===== config.mk =====
export PLATFORM = sky130hd
export DESIGN_NAME = boot_loader_flat
export DESIGN_NICKNAME = d
export VERILOG_FILES = /design/src/rtl/soc_pkg.sv /design/src/rtl/boot_loader_if.sv /design/src/rtl/byte_packer.sv /design/src/rtl/boot_loader.sv /design/src/flat_wrapper.sv
export SDC_FILE = /design/constraint.sdc
export NUM_CORES = 1
export LEC_CHECK = 0
export CAP_MARGIN = 40
export CORE_MARGIN = 1
export CORE_UTILIZATION = 25
export DETAILED_ROUTE_END_ITERATION = 8
export PLACE_DENSITY_LB_ADDON = 0.08
export SLEW_MARGIN = 0
export SYNTH_ARGS = -nofsm -noshare
export SYNTH_HDL_FRONTEND = slang
export SYNTH_SLANG_ARGS = --single-unit

===== constraint.sdc =====
create_clock -name clk -period 5.4 [get_ports clk]
set_input_delay 1.08 -clock clk [delete_from_list [all_inputs] [get_ports clk]]
set_output_delay 1.08 -clock clk [all_outputs]
set_load 0.02 [all_outputs]

===== src/rtl/soc_pkg.sv =====
// Shared boot-path types and constants: frame marker, size limit, loader state encoding.
package soc_pkg;

   localparam logic [7:0]  BOOT_MAGIC     = 8'hA5;
   localparam int unsigned BOOT_MAX_WORDS = 256;

   typedef enum logic [2:0] {
      BS_IDLE   = 3'd0,
      BS_LEN_LO = 3'd1,
      BS_LEN_HI = 3'd2,
      BS_DATA   = 3'd3,
      BS_CSUM   = 3'd4,
      BS_DONE   = 3'd5,
      BS_ERR    = 3'd6
   } boot_state_t;

   function automatic logic [7:0] csum8_add(input logic [7:0] acc, input logic [7:0] b);
      return acc + b;
   endfunction

endpackage


===== src/rtl/boot_loader_if.sv =====
// Byte-stream input and instruction-RAM write port of the boot loader.
interface boot_loader_if #(
   parameter int unsigned ADDR_W = 10
) ();
   logic [7:0]        rx_data;
   logic              rx_valid;
   logic              rx_ready;
   logic              mem_we;
   logic [ADDR_W-1:0] mem_addr;
   logic [31:0]       mem_wdata;

   modport master (output rx_data, rx_valid, input rx_ready, mem_we, mem_addr, mem_wdata);
   modport slave  (input rx_data, rx_valid, output rx_ready, mem_we, mem_addr, mem_wdata);
endinterface


===== src/rtl/byte_packer.sv =====
// Packs accepted bytes little-endian into 32-bit words and flags the completing byte.
module byte_packer (
   input  logic        clk,
   input  logic        rst_n,
   input  logic        i_clr,
   input  logic        i_en,
   input  logic [7:0]  i_byte,
   output logic [31:0] o_word_c,
   output logic        o_done_c
);
   logic [1:0]  r_cnt;
   logic [23:0] r_buf;

   always_ff @(posedge clk) begin
      if (!rst_n || i_clr) begin
         r_cnt <= 2'd0;
         r_buf <= 24'd0;
      end else if (i_en) begin
         case (r_cnt)
            2'd0:    r_buf[7:0]   <= i_byte;
            2'd1:    r_buf[15:8]  <= i_byte;
            2'd2:    r_buf[23:16] <= i_byte;
            default: ;
         endcase
         r_cnt <= r_cnt + 2'd1;
      end
   end

   // Top lane comes straight from the input so the word is ready on the 4th handshake.
   assign o_word_c = {i_byte, r_buf};
   assign o_done_c = i_en && (r_cnt == 2'd3);

endmodule


===== src/rtl/boot_loader.sv =====
// Loads a framed, checksummed byte stream into instruction RAM and releases CPU reset on success.
module boot_loader
   import soc_pkg::*;
#(
   parameter int unsigned ADDR_W  = 10,
   parameter logic [7:0]  MAGIC   = BOOT_MAGIC,
   parameter int unsigned TIMEOUT = 1000000
) (
   input  logic          clk,
   input  logic          rst_n,
   boot_loader_if.slave  bus,
   output logic          cpu_rst_n,
   output logic          done,
   output logic          err
);
   localparam int unsigned IDX_W = ADDR_W - 2;
   localparam int unsigned TMO_W = $clog2(TIMEOUT + 1);

   localparam logic [2:0] S_IDLE   = BS_IDLE;
   localparam logic [2:0] S_LEN_LO = BS_LEN_LO;
   localparam logic [2:0] S_LEN_HI = BS_LEN_HI;
   localparam logic [2:0] S_DATA   = BS_DATA;
   localparam logic [2:0] S_CSUM   = BS_CSUM;
   localparam logic [2:0] S_DONE   = BS_DONE;
   localparam logic [2:0] S_ERR    = BS_ERR;

   logic [2:0]        r_state, w_state_nxt;
   logic              r_rx_ready, r_mem_we, r_cpu_rst_n, r_done, r_err;
   logic [ADDR_W-1:0] r_mem_addr;
   logic [31:0]       r_mem_wdata;
   logic [7:0]        r_len_lo, r_sum;
   logic [IDX_W-1:0]  r_word_idx, r_last_idx;
   logic [TMO_W-1:0]  r_idle_cnt;

   logic        w_hs, w_in_frame, w_timeout, w_len_bad, w_is_magic;
   logic        w_pack_clr, w_pack_en, w_word_done;
   logic [15:0] w_len;
   logic [31:0] w_word;

   assign w_hs       = bus.rx_valid && r_rx_ready;
   assign w_is_magic = (bus.rx_data == MAGIC);
   assign w_len      = {bus.rx_data, r_len_lo};
   assign w_len_bad  = (w_len == 16'd0) || (w_len > 16'(BOOT_MAX_WORDS));
   assign w_in_frame = (r_state == S_LEN_LO) || (r_state == S_LEN_HI) ||
                       (r_state == S_DATA)   || (r_state == S_CSUM);
   assign w_timeout  = w_in_frame && !w_hs && (r_idle_cnt == TMO_W'(TIMEOUT - 1));
   assign w_pack_clr = w_hs && (r_state == S_LEN_HI);
   assign w_pack_en  = w_hs && (r_state == S_DATA);

   byte_packer u_packer (
      .clk      (clk),
      .rst_n    (rst_n),
      .i_clr    (w_pack_clr),
      .i_en     (w_pack_en),
      .i_byte   (bus.rx_data),
      .o_word_c (w_word),
      .o_done_c (w_word_done)
   );

   // Next-state logic; a timeout overrides any in-frame progress.
   always_comb begin
      w_state_nxt = r_state;
      case (r_state)
         S_IDLE:   if (w_hs && w_is_magic) w_state_nxt = S_LEN_LO;
         S_LEN_LO: if (w_hs) w_state_nxt = S_LEN_HI;
         S_LEN_HI: if (w_hs) w_state_nxt = w_len_bad ? S_ERR : S_DATA;
         S_DATA:   if (w_word_done && (r_word_idx == r_last_idx)) w_state_nxt = S_CSUM;
         S_CSUM:   if (w_hs) w_state_nxt = (bus.rx_data == r_sum) ? S_DONE : S_ERR;
         S_DONE:   w_state_nxt = S_DONE;
         S_ERR:    if (w_hs && w_is_magic) w_state_nxt = S_LEN_LO;
         default:  w_state_nxt = S_IDLE;
      endcase
      if (w_timeout) w_state_nxt = S_ERR;
   end

   always_ff @(posedge clk) begin
      if (!rst_n) begin
         r_state     <= S_IDLE;
         r_rx_ready  <= 1'b1;
         r_mem_we    <= 1'b0;
         r_mem_addr  <= '0;
         r_mem_wdata <= 32'd0;
         r_cpu_rst_n <= 1'b0;
         r_done      <= 1'b0;
         r_err       <= 1'b0;
         r_len_lo    <= 8'd0;
         r_sum       <= 8'd0;
         r_word_idx  <= '0;
         r_last_idx  <= '0;
         r_idle_cnt  <= '0;
      end else begin
         r_state     <= w_state_nxt;
         r_rx_ready  <= (w_state_nxt != S_DONE);
         r_done      <= (w_state_nxt == S_DONE);
         r_cpu_rst_n <= (w_state_nxt == S_DONE);
         r_err       <= (w_state_nxt == S_ERR);
         r_mem_we    <= w_word_done;
         if (w_word_done) begin
            r_mem_addr  <= {r_word_idx, 2'b00};
            r_mem_wdata <= w_word;
            r_word_idx  <= r_word_idx + IDX_W'(1);
         end
         if (w_hs && (r_state == S_LEN_LO)) r_len_lo <= bus.rx_data;
         if (w_pack_clr) begin
            r_last_idx <= IDX_W'(w_len - 16'd1);
            r_word_idx <= '0;
            r_sum      <= 8'd0;
         end
         if (w_pack_en) r_sum <= csum8_add(r_sum, bus.rx_data);
         r_idle_cnt <= (w_in_frame && !w_hs) ? r_idle_cnt + TMO_W'(1) : '0;
      end
   end

   assign bus.rx_ready  = r_rx_ready;
   assign bus.mem_we    = r_mem_we;
   assign bus.mem_addr  = r_mem_addr;
   assign bus.mem_wdata = r_mem_wdata;
   assign cpu_rst_n     = r_cpu_rst_n;
   assign done          = r_done;
   assign err           = r_err;

endmodule


===== src/flat_wrapper.sv =====
// flat-port wrapper written by rule: the top's interface ports become plain ports
module boot_loader_flat import soc_pkg::*;
#(
   parameter int unsigned ADDR_W  = 10,
   parameter logic [7:0]  MAGIC   = BOOT_MAGIC,
   parameter int unsigned TIMEOUT = 1000000
)
  (clk, rst_n, cpu_rst_n, done, err, bus_rx_data, bus_rx_valid, bus_rx_ready, bus_mem_we, bus_mem_addr, bus_mem_wdata);
  boot_loader_if #(.ADDR_W(ADDR_W)) bus_i ();
  input  logic clk;
  input  logic rst_n;
  output logic cpu_rst_n;
  output logic done;
  output logic err;
  input wire logic [$bits(bus_i.rx_data)-1:0] bus_rx_data;
  input wire logic [$bits(bus_i.rx_valid)-1:0] bus_rx_valid;
  output wire logic [$bits(bus_i.rx_ready)-1:0] bus_rx_ready;
  output wire logic [$bits(bus_i.mem_we)-1:0] bus_mem_we;
  output wire logic [$bits(bus_i.mem_addr)-1:0] bus_mem_addr;
  output wire logic [$bits(bus_i.mem_wdata)-1:0] bus_mem_wdata;
  assign bus_i.rx_data = bus_rx_data;
  assign bus_i.rx_valid = bus_rx_valid;
  assign bus_rx_ready = bus_i.rx_ready;
  assign bus_mem_we = bus_i.mem_we;
  assign bus_mem_addr = bus_i.mem_addr;
  assign bus_mem_wdata = bus_i.mem_wdata;
  boot_loader #(.ADDR_W(ADDR_W), .MAGIC(MAGIC), .TIMEOUT(TIMEOUT)) u_core (.clk(clk), .rst_n(rst_n), .bus(bus_i), .cpu_rst_n(cpu_rst_n), .done(done), .err(err));
endmodule

; Word level (Yosys, flattened, before mapping)
; Cells that the tools add are included.
[classes]
n_addsub = 5
n_reduce_logical = 26
eq_ne = 16
bitwise_logic = 1
mux = 11
order_cmp = 1
[ops]
columns = op, n
row1 = $mux W3, 7
row2 = $add A20 B1 Y20 const B, 1
row3 = $eq A20 B20 Y1 const B, 1
row4 = $pmux W3 S6, 1
row5 = $eq A8 B8 Y1, 2
row6 = $gt A16 B9 Y1 const B, 1
row7 = $logic_not A16 Y1, 1
row8 = $mux W8, 2
row9 = $eq A3 B3 Y1 const B, 5
row10 = $logic_and A1 B1 Y1, 9
row11 = $add A8 B1 Y8 const B, 1
row12 = $add A8 B8 Y8, 1
row13 = $eq A8 B8 Y1 const B, 1
row14 = $reduce_and A2 Y1, 4
row15 = $sub A8 B1 Y8 const B, 1
row16 = $eq A3 B2 Y1 const B, 2
row17 = $logic_or A1 B1 Y1, 5
row18 = $eq A2 B2 Y1 const B, 2
row19 = $reduce_or A2 Y1, 2
row20 = $eq A3 B1 Y1 const B, 1
row21 = $logic_not A3 Y1, 1
row22 = $ne A3 B3 Y1 const B, 1
row23 = $add A2 B1 Y2 const B, 1
row24 = $eq A2 B1 Y1 const B, 1
row25 = 5 further kinds, 6
[word_totals]
in_bits = 11
output_inout_bits = 47
reg_bits = 125

; Logic depth before layout (Yosys ltp)
[logic_depth]
depth_word = 8
ltp_mapped = 8
ltp_nobuf = 8

; Hierarchy
; Synthesis repeated with hierarchy kept, for this count alone.
[unflattened]
cells_unflattened = 600
area_unflattened_um2 = 5915.7
[modules_own_cells]
columns = mod, area_each_um2, cells_each, seq_area_each_um2, n_inst
row1 = boot_loader, 4508.1, 467, 1981.9, 1
row2 = byte_packer, 1407.6, 133, 520.5, 1

; Worst setup path after synthesis
; No wires, ideal clock.
[synth_path]
kind = input -> register
startpoint = input bus_rx_data[4]
endpoint = register u_core.r_rx_ready, in the netlist u_core.bus.rx_ready
path_stages = 6
arrival_time_ns = 2.933
path_slack_ns = 2.333
required_time_ns = 5.266
cell_sequence = ha_1 -> or4_4 -> nor4_1 -> or4b_2 -> o311ai_1 -> or4_1
[synth_via]
elab_chain_cells = 7
elab_cells_between_ends = 14
cone_classes = order compare (1) / eq/ne (3) / mux (7) / reduce/logical (3)
[synth_lines]
columns = element, line_no
row1 = "start, declared", flat_wrapper.sv:15  ; input wire logic [$bits(bus_i.rx_data)-1:0] bus_rx_data;
row2 = $gt A16 B9 Y1 or $logic_not A16 Y1 (tied branches), boot_loader.sv:43  ; assign w_len_bad = (w_len == 16'd0) || (w_len > 16'(BOOT_MAX_WORDS));
row3 = $logic_or A1 B1 Y1, boot_loader.sv:43
row4 = $mux W3 (2 in a row), boot_loader.sv:66  ; S_LEN_HI: if (w_hs) w_state_nxt = w_len_bad ? S_ERR : S_DATA;
row5 = $pmux W3 S6 (*), boot_loader.sv:63  ; case (r_state)
row6 = $mux W3 (*), boot_loader.sv:73  ; if (w_timeout) w_state_nxt = S_ERR;
row7 = $ne A3 B3 Y1 (*), boot_loader.sv:93  ; r_rx_ready <= (w_state_nxt != S_DONE);
row8 = "end signal, assigned", boot_loader.sv:93
row9 = "end, declared", boot_loader.sv:28  ; logic r_rx_ready, r_mem_we, r_cpu_rst_n, r_done, r_err;
; Every way passes the cells marked *; elsewhere a longest branch is shown, timed or not.
; A chain may end at the register's enable or synchronous reset.

; Worst setup path in the final report
; Same ends and word-level chain as after synthesis.

==> impl_metrics.env <==
export IMPL_post_cts_buffers=0
export IMPL_synth_compound_area_share_pct=13.0
export IMPL_clock_fmax_ghz=0.283
export IMPL_grt_first_pass_wirelength_microns=23700
export IMPL_antenna_found_initial=0
export IMPL_yosys_mux_area_fraction_pct=1.63
export IMPL_unrepaired_setup_endpoints_after_global_routing="no"
export IMPL_powerDensity_nw_per_um2=307
export IMPL_m1WireLength_microns=7100
export IMPL_synth_distinct_cells=55
export IMPL_drt_drc_violations_left=0
export IMPL_dp_slack_ns=1.42
export IMPL_finalCoreUtilization_pct=32.2
export IMPL_final_antenna_net_count=0
export IMPL_power_share_sequential_pct=43.6
export IMPL_routed_top_layer="met4"
export IMPL_crit_fanout=8
export IMPL_synth_ff_latch_count=125
export IMPL_yosys_area_share_simple_pct=25.6
export IMPL_yosysTopAreaCellShare_pct=45.4
export IMPL_leakage_nw=2.36
export IMPL_final_hold_violation_count=0
export IMPL_timing_critical_path_slowest_stage_cell="clkdlybuf4s50_1"
export IMPL_worst_clock_skew_ns=0.00905
export IMPL_core_area_sq_um=21400
export IMPL_start_kind="input pin"
export IMPL_combinational_family_with_the_most_area_after_synthesis="simple AND/OR/NAND/NOR gates"
export IMPL_routed_wl_met2_microns=6490
export IMPL_globalRouteTotalUtil_pct=14.0
export IMPL_share_of_final_layout_standard_cells_stronger_than_drive_strength_1_pct=7.33
export IMPL_synth_seq_area_share_pct=45.4
export IMPL_finalPower_mw=2.11
export IMPL_cts_sinks=125
export IMPL_synthDominantAreaCellType="dfxtp_1"
export IMPL_post_synth_most_frequent_cells="nand2_1, dfxtp_1, a21boi_0"
export IMPL_arrival_time_reported_for_the_critical_path_endpoint_ns=3.82
export IMPL_drt_iter0_drc=182
export IMPL_comb_power_share_pct=2.5
export IMPL_final_critical_path_setup_slack_ns=1.87
export IMPL_cts_hold_buffers_added=0
export IMPL_internal_power_mw=1.60
export IMPL_port_buffers=55
export IMPL_via_per_inst=4.58
export IMPL_hp_class="register to register"
export IMPL_synth_warning_count=0
export IMPL_syn_area_sq_um=5510
export IMPL_max_root_sink_buffers=2
export IMPL_commonest_register_cell_after_synthesis="dfxtp_1"
export IMPL_cp_data_required_time_ns=5.69
export IMPL_worstPathCellList="clkdlybuf4s50_1 > ha_1 > or4_4 > nor4_1 > o21ai_1 > o31ai_1 > nor3_1 > or4_1"
export IMPL_clk_transition_reported_paths_ns=0.06
export IMPL_grt_start_max_net_pins=71
export IMPL_worstSetupPathType="input pin to register"
export IMPL_finalSetupTns_ns=0
export IMPL_clock_insertion_delay_worst_skew_ns=0.42
export IMPL_wl_microns=14500
export IMPL_first_global_vias=4389
export IMPL_fp_dieArea_sq_um=22700
export IMPL_dp_final_hpwl_microns=9910
export IMPL_max_cap_viol_count=0
export IMPL_fill_cells=2273
export IMPL_die_h_microns=151
export IMPL_areaGrowthSynthToFinish_pct=24.8
export IMPL_r2r_cells=7
export IMPL_timing_hold_worst_path_depth=2
export IMPL_dr_total_vias=4451
export IMPL_vdd_ir_drop_max_v=0.000183
export IMPL_post_synth_inst_count=640
export IMPL_drtPass1Iterations=4
export IMPL_critical_path_max_stage_delay_ns=0.60
export IMPL_synth_adder_area_share_pct=3.54
export IMPL_power_switching_uw=512
export IMPL_period_share_pct=65.4
export IMPL_ios=58
export IMPL_tritoncts_buffers=17
export IMPL_htree_num_levels=4
export IMPL_clock_power_share_pct=53.9
export IMPL_die_width_microns=151
export IMPL_synth_edf_count=0
export IMPL_synth_area_leaders="dfxtp_1, nand2_1, a21boi_0, xor2_1, nand3_1"
export IMPL_timing_final_crit_period_ns=3.53
export IMPL_fp_row_count=53
export IMPL_synth_xor_xnor_area_share_pct=6.83
export IMPL_initial_utilization_pct=25.8
export IMPL_postSynthAreaPerCell_sq_um=8.62
export IMPL_cell_at_the_root_of_the_clock_tree="clkbuf_16"
export IMPL_overflow_left_after_global_routing=0
export IMPL_finalHoldWorstSlack_ns=0.458
export IMPL_routed_wl_per_cell_microns=14.9
export IMPL_setup_violations=0
export IMPL_gp_congestion=0.811
export IMPL_outcome="completed"
export IMPL_yosysMostFrequentCell="nand2_1"
export IMPL_layout_nets=709
export IMPL_worst_pin_slew_ns=0.796
export IMPL_tritoncts="built"
export IMPL_drv_slew=0
export IMPL_power_switching_fraction_pct=24.2
export IMPL_post_cts_resize_count=0
export IMPL_maxSlewHeadroom_pct=46.8
export IMPL_synth_async_reset_ratio_pct=0
export IMPL_n_antenna_cell=0
export IMPL_end_kind="register"
export IMPL_wl_met3_microns=651
critical path: cells and delay by family:
family	cells	cell delay [ns]
adders and majority gates	1	0.48
AOI/OAI and AO/OA	2	0.19
and+or+nand+nor	4	1.48
buffers and inverters	1	0.60
sequential cells by signal (all words and copies together) (netlist names):
name and count:
u_core.r_word_idx 8, u_core.r_len_lo 8, u_core.r_state 3, u_core.u_packer.r_buf 24
u_core.r_sum 8, u_core.bus.rx_ready 1, u_core.u_packer.r_cnt 2, u_core.bus.mem_wdata 32
u_core.bus.mem_we 1, u_core.cpu_rst_n 1, u_core.bus.mem_addr 8, u_core.err 1
u_core.r_last_idx 8, u_core.r_idle_cnt 20
per-layer routing:
| layer | up-vias | GRT usage, % |
|---|---|---|
| met5 | - | 0 |
| met4 | 0 | 5.45 |
| met3 | 19 | 4.09 |
| met2 | 94 | 22.0 |
| met1 | 2065 | 18.0 |
| li1 | 2273 | - |
area by class of cell:
type	count	area, sq um	share of cell area, %
repair buffers	63	626	9.09
multi-input cells	470	2800	40.7
clock inverters	14	146	2.13
clock buffers	18	439	6.38
inverters	6	22.5	0.327
flip-flops and latches	125	2500	36.4
well taps	275	344	5.00
placed cells by master (no fill, tap or decap), types with 2 or more instances in the layout:
master	synthesis	routed
a21boi_0	40	40
a21o_1	2	2
a21oi_1	33	33
a22oi_1	6	6
a31oi_1	2	2
and2_1	5	5
and3_1	6	6
and4_1	5	5
buf_4	6	7
clkbuf_16	0	17
clkdlybuf4s50_1	0	54
clkinv_4	0	4
clkinvlp_4	0	2
conb_1	1	2
dfxtp_1	125	125
ha_1	14	14
inv_1	6	6
inv_6	0	5
inv_8	0	2
mux2i_1	9	9
nand2_1	139	139
nand2b_1	2	2
nand3_1	36	36
nand3b_1	2	2
nand4_1	10	10
nor2_1	37	36
nor2b_1	17	17
nor3_1	3	3
nor4_1	9	9
o211a_1	6	6
o21ai_0	9	9
o21ai_1	2	2
o31ai_1	2	2
or3_1	6	6
or4_1	2	2
or4_4	2	2
xnor2_1	20	20
xor2_1	23	23
kinds of logic (layout without fill, tap and decap cells):
logic type | after synthesis | after routing
DFF | 125 | 125
adders and majority gates | 15 | 15
xor gates and xnor gates | 43 | 43
buffers and inverters | 46 | 101
and+or+nand+nor | 293 | 293
muxes | 9 | 9
AOI/OAI and AO/OA | 108 | 108
other | 1 | 2
stage by stage:
stage / instances / area [sq um]
after floorplan: 641 / 5520
after global placement: 937 / 6260
after detailed placement: 939 / 6300
after CTS: 971 / 6880
after global routing: 971 / 6880
final: 971 / 6880
worst paths after layout:
| kind | from | slack [ns] | end |
|---|---|---|---|
| min | u_core.u_packer.r_buf[4] | 0.46 | u_core.u_packer.r_buf[4] |
| min reg2reg | u_core.u_packer.r_buf[4] | 0.46 | u_core.u_packer.r_buf[4] |
| max reg2reg | u_core.r_sum[4] | 2.90 | u_core.bus.rx_ready |
| max | bus_rx_data[4] | 1.87 | u_core.bus.rx_ready |
power groups by stage:
stage	registers (mW)	clock network, mW	logic [mW]
after floorplan	0.943	0	0.0313
after global placement	0.943	0	0.0523
after detailed placement	0.943	0	0.0528
after CTS	0.922	1.17	0.0531
after global routing	0.922	1.22	0.0575
final	0.922	1.14	0.0521
No activity file was read; power rests on OpenSTA's default activity.
